<file path="config.mk">
export PLATFORM = sky130hd
export DESIGN_NAME = esm_issue_scheduler_flat
export DESIGN_NICKNAME = d
export VERILOG_FILES = /design/src/rtl/esm_issue_scheduler_if.sv /design/src/rtl/esm_issue_scheduler.sv /design/src/flat_wrapper.sv
export SDC_FILE = /design/constraint.sdc
export NUM_CORES = 1
export LEC_CHECK = 0
export BUFFER_PORTS_ARGS = -buffer_cell sky130_fd_sc_hd__buf_2
export CAP_MARGIN = 20
export CORE_UTILIZATION = 60
export CTS_BUF_LIST = sky130_fd_sc_hd__clkbuf_16
export CTS_CLUSTER_SIZE = 12
export DETAILED_ROUTE_END_ITERATION = 10
export MAX_ROUTING_LAYER = met4
export PLACE_DENSITY = 0.77
export SLEW_MARGIN = 0
export SYNTH_ARGS = -nofsm -noshare
export SYNTH_HDL_FRONTEND = slang
export SYNTH_SLANG_ARGS = --single-unit
</file>
<file path="constraint.sdc">
create_clock -name clk -period 8.3 [get_ports clk]
set_input_delay 1.66 -clock clk [delete_from_list [all_inputs] [get_ports clk]]
set_output_delay 1.66 -clock clk [all_outputs]
set_load 0.02 [all_outputs]
</file>
<file path="src/rtl/esm_issue_scheduler_if.sv">
// Handshake bundle between the decode/execute side and the ESM issue scheduler.
// The master drives allocation, issue accept and completion. The slave is the scheduler.
interface esm_issue_scheduler_if #(
  parameter int BS     = 16,
  parameter int REGNUM = 16
);
  localparam int IW = $clog2(BS);
  localparam int RW = $clog2(REGNUM);

  logic          in_valid;
  logic          in_ready;
  logic [RW-1:0] in_rd;
  logic          in_rd_we;
  logic [RW-1:0] in_rs1;
  logic [RW-1:0] in_rs2;
  logic          in_rs1_en;
  logic          in_rs2_en;
  logic [IW-1:0] alloc_index;
  logic          iss_valid;
  logic [IW-1:0] iss_index;
  logic          iss_ready;
  logic          cmp_valid;
  logic [IW-1:0] cmp_index;
  logic          ret_valid;
  logic [IW-1:0] ret_index;
  logic [IW:0]   count;
  logic          empty;
  logic          full;

  modport master (
    output in_valid, in_rd, in_rd_we, in_rs1, in_rs2, in_rs1_en, in_rs2_en,
           iss_ready, cmp_valid, cmp_index,
    input  in_ready, alloc_index, iss_valid, iss_index, ret_valid, ret_index,
           count, empty, full
  );

  modport slave (
    input  in_valid, in_rd, in_rd_we, in_rs1, in_rs2, in_rs1_en, in_rs2_en,
           iss_ready, cmp_valid, cmp_index,
    output in_ready, alloc_index, iss_valid, iss_index, ret_valid, ret_index,
           count, empty, full
  );
endinterface

</file>
<file path="src/rtl/esm_issue_scheduler.sv">
// Out-of-order issue scheduler: RAW/WAW dependence masks per slot, oldest-ready issue,
// and in-order retire from head. alloc_index is the tail pointer that feeds the IRT table.
module esm_issue_scheduler #(
  parameter int BS     = 16,
  parameter int REGNUM = 16
) (
  input logic                 clk,
  input logic                 rst_n,
  esm_issue_scheduler_if.slave sch
);
  localparam int IW = $clog2(BS);
  localparam int RW = $clog2(REGNUM);
  localparam logic [IW:0] FULL_CNT = (IW+1)'(BS);

  logic [BS-1:0] valid_q;
  logic [BS-1:0] issued_q;
  logic [BS-1:0] done_q;
  logic [BS-1:0] we_q;
  logic [RW-1:0] rd_q  [BS];
  logic [BS-1:0] dep_q [BS];
  logic [IW-1:0] head_q;
  logic [IW-1:0] tail_q;
  logic [IW:0]   count_q;

  logic          alloc;
  logic          iss_fire;
  logic          cmp_ok;
  logic          retire;
  logic [BS-1:0] ready;
  logic [BS-1:0] new_dep;
  logic          iss_found;
  logic [IW-1:0] iss_sel;
  logic [IW-1:0] scan_idx;

  assign sch.full        = (count_q == FULL_CNT);
  assign sch.empty       = (count_q == '0);
  assign sch.in_ready    = !sch.full;
  assign sch.count       = count_q;
  assign sch.alloc_index = tail_q;

  assign alloc  = sch.in_valid && sch.in_ready;
  assign cmp_ok = sch.cmp_valid && valid_q[sch.cmp_index] && issued_q[sch.cmp_index]
                  && !done_q[sch.cmp_index];
  assign retire = valid_q[head_q] && done_q[head_q];

  assign sch.ret_valid = retire;
  assign sch.ret_index = head_q;

  always_comb begin
    ready = '0;
    for (int i = 0; i < BS; i++) begin
      ready[i] = valid_q[i] && !issued_q[i] && (dep_q[i] == '0);
    end
  end

  // Age-ordered scan starting at head; the first hit is the oldest ready entry.
  always_comb begin
    iss_found = 1'b0;
    iss_sel   = '0;
    scan_idx  = '0;
    for (int k = 0; k < BS; k++) begin
      scan_idx = head_q + IW'(k);
      if (!iss_found && ready[scan_idx]) begin
        iss_found = 1'b1;
        iss_sel   = scan_idx;
      end
    end
  end

  assign sch.iss_valid = iss_found;
  assign sch.iss_index = iss_sel;
  assign iss_fire      = iss_found && sch.iss_ready;

  // Register 0 never creates a dependence; a producer completing this cycle is bypassed.
  always_comb begin
    new_dep = '0;
    for (int j = 0; j < BS; j++) begin
      new_dep[j] = valid_q[j] && !done_q[j] && we_q[j] && (rd_q[j] != '0)
                   && !(cmp_ok && (sch.cmp_index == IW'(j)))
                   && ((sch.in_rs1_en && (rd_q[j] == sch.in_rs1))
                    || (sch.in_rs2_en && (rd_q[j] == sch.in_rs2))
                    || (sch.in_rd_we  && (rd_q[j] == sch.in_rd)));
    end
  end

  always_ff @(posedge clk or negedge rst_n) begin
    if (!rst_n) begin
      valid_q  <= '0;
      issued_q <= '0;
      done_q   <= '0;
      we_q     <= '0;
      head_q   <= '0;
      tail_q   <= '0;
      count_q  <= '0;
      for (int i = 0; i < BS; i++) begin
        rd_q[i]  <= '0;
        dep_q[i] <= '0;
      end
    end else begin
      if (cmp_ok) begin
        done_q[sch.cmp_index] <= 1'b1;
        for (int i = 0; i < BS; i++) begin
          dep_q[i][sch.cmp_index] <= 1'b0;
        end
      end
      if (iss_fire) begin
        issued_q[iss_sel] <= 1'b1;
      end
      if (retire) begin
        valid_q[head_q] <= 1'b0;
        head_q          <= head_q + IW'(1);
      end
      // Tail slot is free here, so this write never collides with issue/complete/retire.
      if (alloc) begin
        valid_q[tail_q]  <= 1'b1;
        issued_q[tail_q] <= 1'b0;
        done_q[tail_q]   <= 1'b0;
        we_q[tail_q]     <= sch.in_rd_we;
        rd_q[tail_q]     <= sch.in_rd;
        dep_q[tail_q]    <= new_dep;
        tail_q           <= tail_q + IW'(1);
      end
      count_q <= count_q + (IW+1)'(alloc) - (IW+1)'(retire);
    end
  end
endmodule
</file>
<file path="src/flat_wrapper.sv">
// flat-port wrapper written by rule: the top's interface ports become plain ports
module esm_issue_scheduler_flat 
#(
  parameter int BS     = 16,
  parameter int REGNUM = 16
)
  (clk, rst_n, sch_in_valid, sch_in_rd, sch_in_rd_we, sch_in_rs1, sch_in_rs2, sch_in_rs1_en, sch_in_rs2_en, sch_iss_ready, sch_cmp_valid, sch_cmp_index, sch_in_ready, sch_alloc_index, sch_iss_valid, sch_iss_index, sch_ret_valid, sch_ret_index, sch_count, sch_empty, sch_full);
  esm_issue_scheduler_if #(.BS(BS), .REGNUM(REGNUM)) sch_i ();
  input logic clk;
  input logic rst_n;
  input wire logic [$bits(sch_i.in_valid)-1:0] sch_in_valid;
  input wire logic [$bits(sch_i.in_rd)-1:0] sch_in_rd;
  input wire logic [$bits(sch_i.in_rd_we)-1:0] sch_in_rd_we;
  input wire logic [$bits(sch_i.in_rs1)-1:0] sch_in_rs1;
  input wire logic [$bits(sch_i.in_rs2)-1:0] sch_in_rs2;
  input wire logic [$bits(sch_i.in_rs1_en)-1:0] sch_in_rs1_en;
  input wire logic [$bits(sch_i.in_rs2_en)-1:0] sch_in_rs2_en;
  input wire logic [$bits(sch_i.iss_ready)-1:0] sch_iss_ready;
  input wire logic [$bits(sch_i.cmp_valid)-1:0] sch_cmp_valid;
  input wire logic [$bits(sch_i.cmp_index)-1:0] sch_cmp_index;
  output wire logic [$bits(sch_i.in_ready)-1:0] sch_in_ready;
  output wire logic [$bits(sch_i.alloc_index)-1:0] sch_alloc_index;
  output wire logic [$bits(sch_i.iss_valid)-1:0] sch_iss_valid;
  output wire logic [$bits(sch_i.iss_index)-1:0] sch_iss_index;
  output wire logic [$bits(sch_i.ret_valid)-1:0] sch_ret_valid;
  output wire logic [$bits(sch_i.ret_index)-1:0] sch_ret_index;
  output wire logic [$bits(sch_i.count)-1:0] sch_count;
  output wire logic [$bits(sch_i.empty)-1:0] sch_empty;
  output wire logic [$bits(sch_i.full)-1:0] sch_full;
  assign sch_i.in_valid = sch_in_valid;
  assign sch_i.in_rd = sch_in_rd;
  assign sch_i.in_rd_we = sch_in_rd_we;
  assign sch_i.in_rs1 = sch_in_rs1;
  assign sch_i.in_rs2 = sch_in_rs2;
  assign sch_i.in_rs1_en = sch_in_rs1_en;
  assign sch_i.in_rs2_en = sch_in_rs2_en;
  assign sch_i.iss_ready = sch_iss_ready;
  assign sch_i.cmp_valid = sch_cmp_valid;
  assign sch_i.cmp_index = sch_cmp_index;
  assign sch_in_ready = sch_i.in_ready;
  assign sch_alloc_index = sch_i.alloc_index;
  assign sch_iss_valid = sch_i.iss_valid;
  assign sch_iss_index = sch_i.iss_index;
  assign sch_ret_valid = sch_i.ret_valid;
  assign sch_ret_index = sch_i.ret_index;
  assign sch_count = sch_i.count;
  assign sch_empty = sch_i.empty;
  assign sch_full = sch_i.full;
  esm_issue_scheduler #(.BS(BS), .REGNUM(REGNUM)) u_core (.clk(clk), .rst_n(rst_n), .sch(sch_i));
endmodule
</file>
==> metrics.txt <==
status=finished, final reports clean; worst setup path end=sch_iss_index[1]; leading area contributor after synthesis=dfrtp_1; Worst Hold Class=reg -> reg; Seq cells post-synth=approximately 400; overall routed net length=about 87000 µm; # Max-Cap Violations=0; met3 WL=a little over 10000 µm; first-pass GRT wire length=around 130000 µm; Die Height=approximately 200 µm; Critical Path Source=u_core.sch.ret_index[1]; fraction of registers with async set or reset after synthesis=between 90% and 100%; internal power=just over 6000 µW; Max Buffers Root-to-Sink=3; final hold vios=0; # hold bufs at CTS=0; Fillers=about 3.1k; area of the multi-input gates=between 10000 and 15000 µm²; vias in the first global route=approximately 22k; Pwr Density=approximately 500 nW/µm²; Reg2Reg Capture Point=u_core.issued_q[12]; GPL Wtd Cong=roughly 1.0; R2R depth=15; post-detail-place hpwl=around 60000 µm; Num CTS Buffers=43; mapped cell area=~24000 µm²; DIE WIDTH=200 µm; RSZ-0062 raised after global routing=false; PortBufs=45; syn nets=about 2.9k; Cell variety after synth=91; combinational share of power=between 60% and 70%; initial DRC count=roughly 3.4k; Clk Latency, worst-skew pair=0.59 ns; initial antenna violation count=1; Inst Count DP=3331; Layout area overhead=10.0%; Avg Inst Size Synth=approximately 8.2 µm²; Sw Share=between 50% and 60%; worst rel slew slack=between 20 and 25%; via density per instance=around 6.8; cells after synthesis=about 2.9k; commonest non-fill, non-tap cell in the layout=nand2_1; most frequent cells in the layout=nand2_1, dfrtp_1, a21oi_1; skew final=between 0.02 and 0.025 ns; ant diodes=0; Worst-path clk slew=~0.06 ns; max-slew violations=0; setup violators final=0; CTS tree=yes; dominant synthesized flop cell=dfrtp_1; routed length per instance=between 20 and 30 µm; Worst-Margin Slew=roughly 1.2 ns; register area share after synthesis=42.2%; crit share post-route=between 80% and 90%; minimum clock period=roughly 7.5 ns; I/O pin count=between 40 and 50; Routed met2 length=roughly 39000 µm; Max Used Layer=met4; Psw=roughly 6600 µW; clock share of power=between 10% and 20%; num rows=just over 70; clock tree root driver cell=clkbuf_16; reg2reg start=u_core.sch.ret_index[2]; DRC errors left=0; Fin Setup TNS=0 ns; Final nets=2918; Vias=23.1k; post-synth top area share=42.2%; arrival time worst endpoint=~5.8 ns; DRT antenna net count=0; Setup crit end kind=output pin; share of cells above drive strength 1=9.36%; Flop pwr share=between 20% and 30%; Post-Layout Cell Count=~3.4k; Initial Util=between 60% and 70%; die area=~40000 µm²; First-pass DRT Iterations=6; Lkg Pwr=between 0.01 and 0.015 µW; post-CTS setup buffer count=0; met1 WL=32500 µm; largest net degree at the start of global routing=165; Reg area=~9900 µm²; GRT overflow=0; R2R Setup Slk=around 2.4 ns; CTS resizes=0; WS Path Type=reg -> out; Post-synth EDFFs=0; H-tree lvl count=2; Worst Path Max Fanout=34; fmax=between 100 and 150 MHz; GR Util All Layers=between 40% and 50%; dominant cells by area after synthesis=dfrtp_1, nand2_1, a21oi_1, xor2_1, clkbuf_1; Core Footprint=between 30000 and 40000 µm²; WP data required=about 6.6 ns; CTS sink count=between 300 and 400; peak supply drop=~0.24 mV; yosys synthesis warning count=0; startpoint types=flop
cells by family after synthesis:
logic type	synth area share (%)
AO/OA/AOI/OAI	13.9
multiplexers	3.63
flip-flops	42.2
XOR/XNOR	7.89
buffers and inverters	3.70
adder cells (fa/ha/maj)	1.31
AND/OR/NAND/NOR	27.4
state kept, by name (all words and copies together) (netlist names):
signal                  count
u_core.issued_q            16
u_core.sch.alloc_index      4
u_core.valid_q             16
u_core.sch.count            5
u_core.done_q              16
u_core.we_q                16
u_core.rd_q                64
u_core.sch.ret_index        4
u_core.dep_q              256
final cells by class:
type,count,area share [%]
timing repair buffer,133,3.81
multi-input combinational,2256,49.8
tap,518,2.50
inverter,39,0.566
sequential,397,38.4
clock buffer,43,4.16
clock inverter,28,0.798
layer usage:
metal	vias to the layer above	track usage [%]
met5	-	-
li1	9947	-
met3	414	9.61
met4	0	26.2
met1	11119	57.9
met2	1588	67.7
worst max-delay path, cell delays in order (launching register included):
cell and delay (ns):
dfrtp_2 0.84, inv_1 0.13, buf_4 0.26, ha_1 0.65, inv_1 0.32, mux4_2 0.40
or2_2 0.36, a211oi_1 0.63, o21ai_0 0.21, o32a_1 0.20, o2111ai_1 0.30, a222oi_1 0.16
or2_2 0.35, inv_1 0.18, buf_2 0.21
worst min-delay path by stage:
stage | start | endpoint | depth (start not counted)
after floorplan | u_core.we_q[2] | u_core.we_q[2] | 2
after global placement | u_core.we_q[13] | u_core.we_q[13] | 2
after detailed placement | u_core.we_q[3] | u_core.we_q[3] | 2
after CTS | u_core.we_q[2] | u_core.we_q[2] | 2
after global routing | u_core.we_q[15] | u_core.we_q[15] | 2
final | u_core.we_q[3] | u_core.we_q[3] | 2
through the flow:
stage	hold WS, ns	total power, µW	utilization (%)	setup WS, ns	area, µm²
floorplan	0.446	8030	-	1.35	23500
global placement	0.458	10600	63.2	1.57	24400
detailed placement	0.463	10600	63.2	1.54	24400
CTS	0.480	12400	66.6	0.919	25700
global route	0.496	13400	67.0	0.585	25900
finish	0.477	12800	67.0	0.840	25900
synth_stat cells, types with 14 or more instances:
cell type	count
a31oi_1	31
nor4_1	57
xor2_1	148
clkbuf_1	169
nor3_1	90
o221ai_1	14
mux4_2	24
nor2_1	122
a21oi_1	285
dfrtp_1	397
nand2_1	862
xnor2_1	64
nand4_1	31
inv_1	36
ha_1	23
or4_1	21
o21ai_0	58
o22ai_1	18
o32ai_1	25
mux2i_1	22
nand3_1	125
power by group through the flow:
stage	clock [µW]	combinational, µW	sequential [µW]
after floorplan	0	5240	2790
after CTS	1810	7700	2930
after global routing	1880	8470	3000
final	1800	8000	2960
after detailed placement	0	7650	2950
after global placement	0	7670	2930
(Power assumes the default switching activity.)
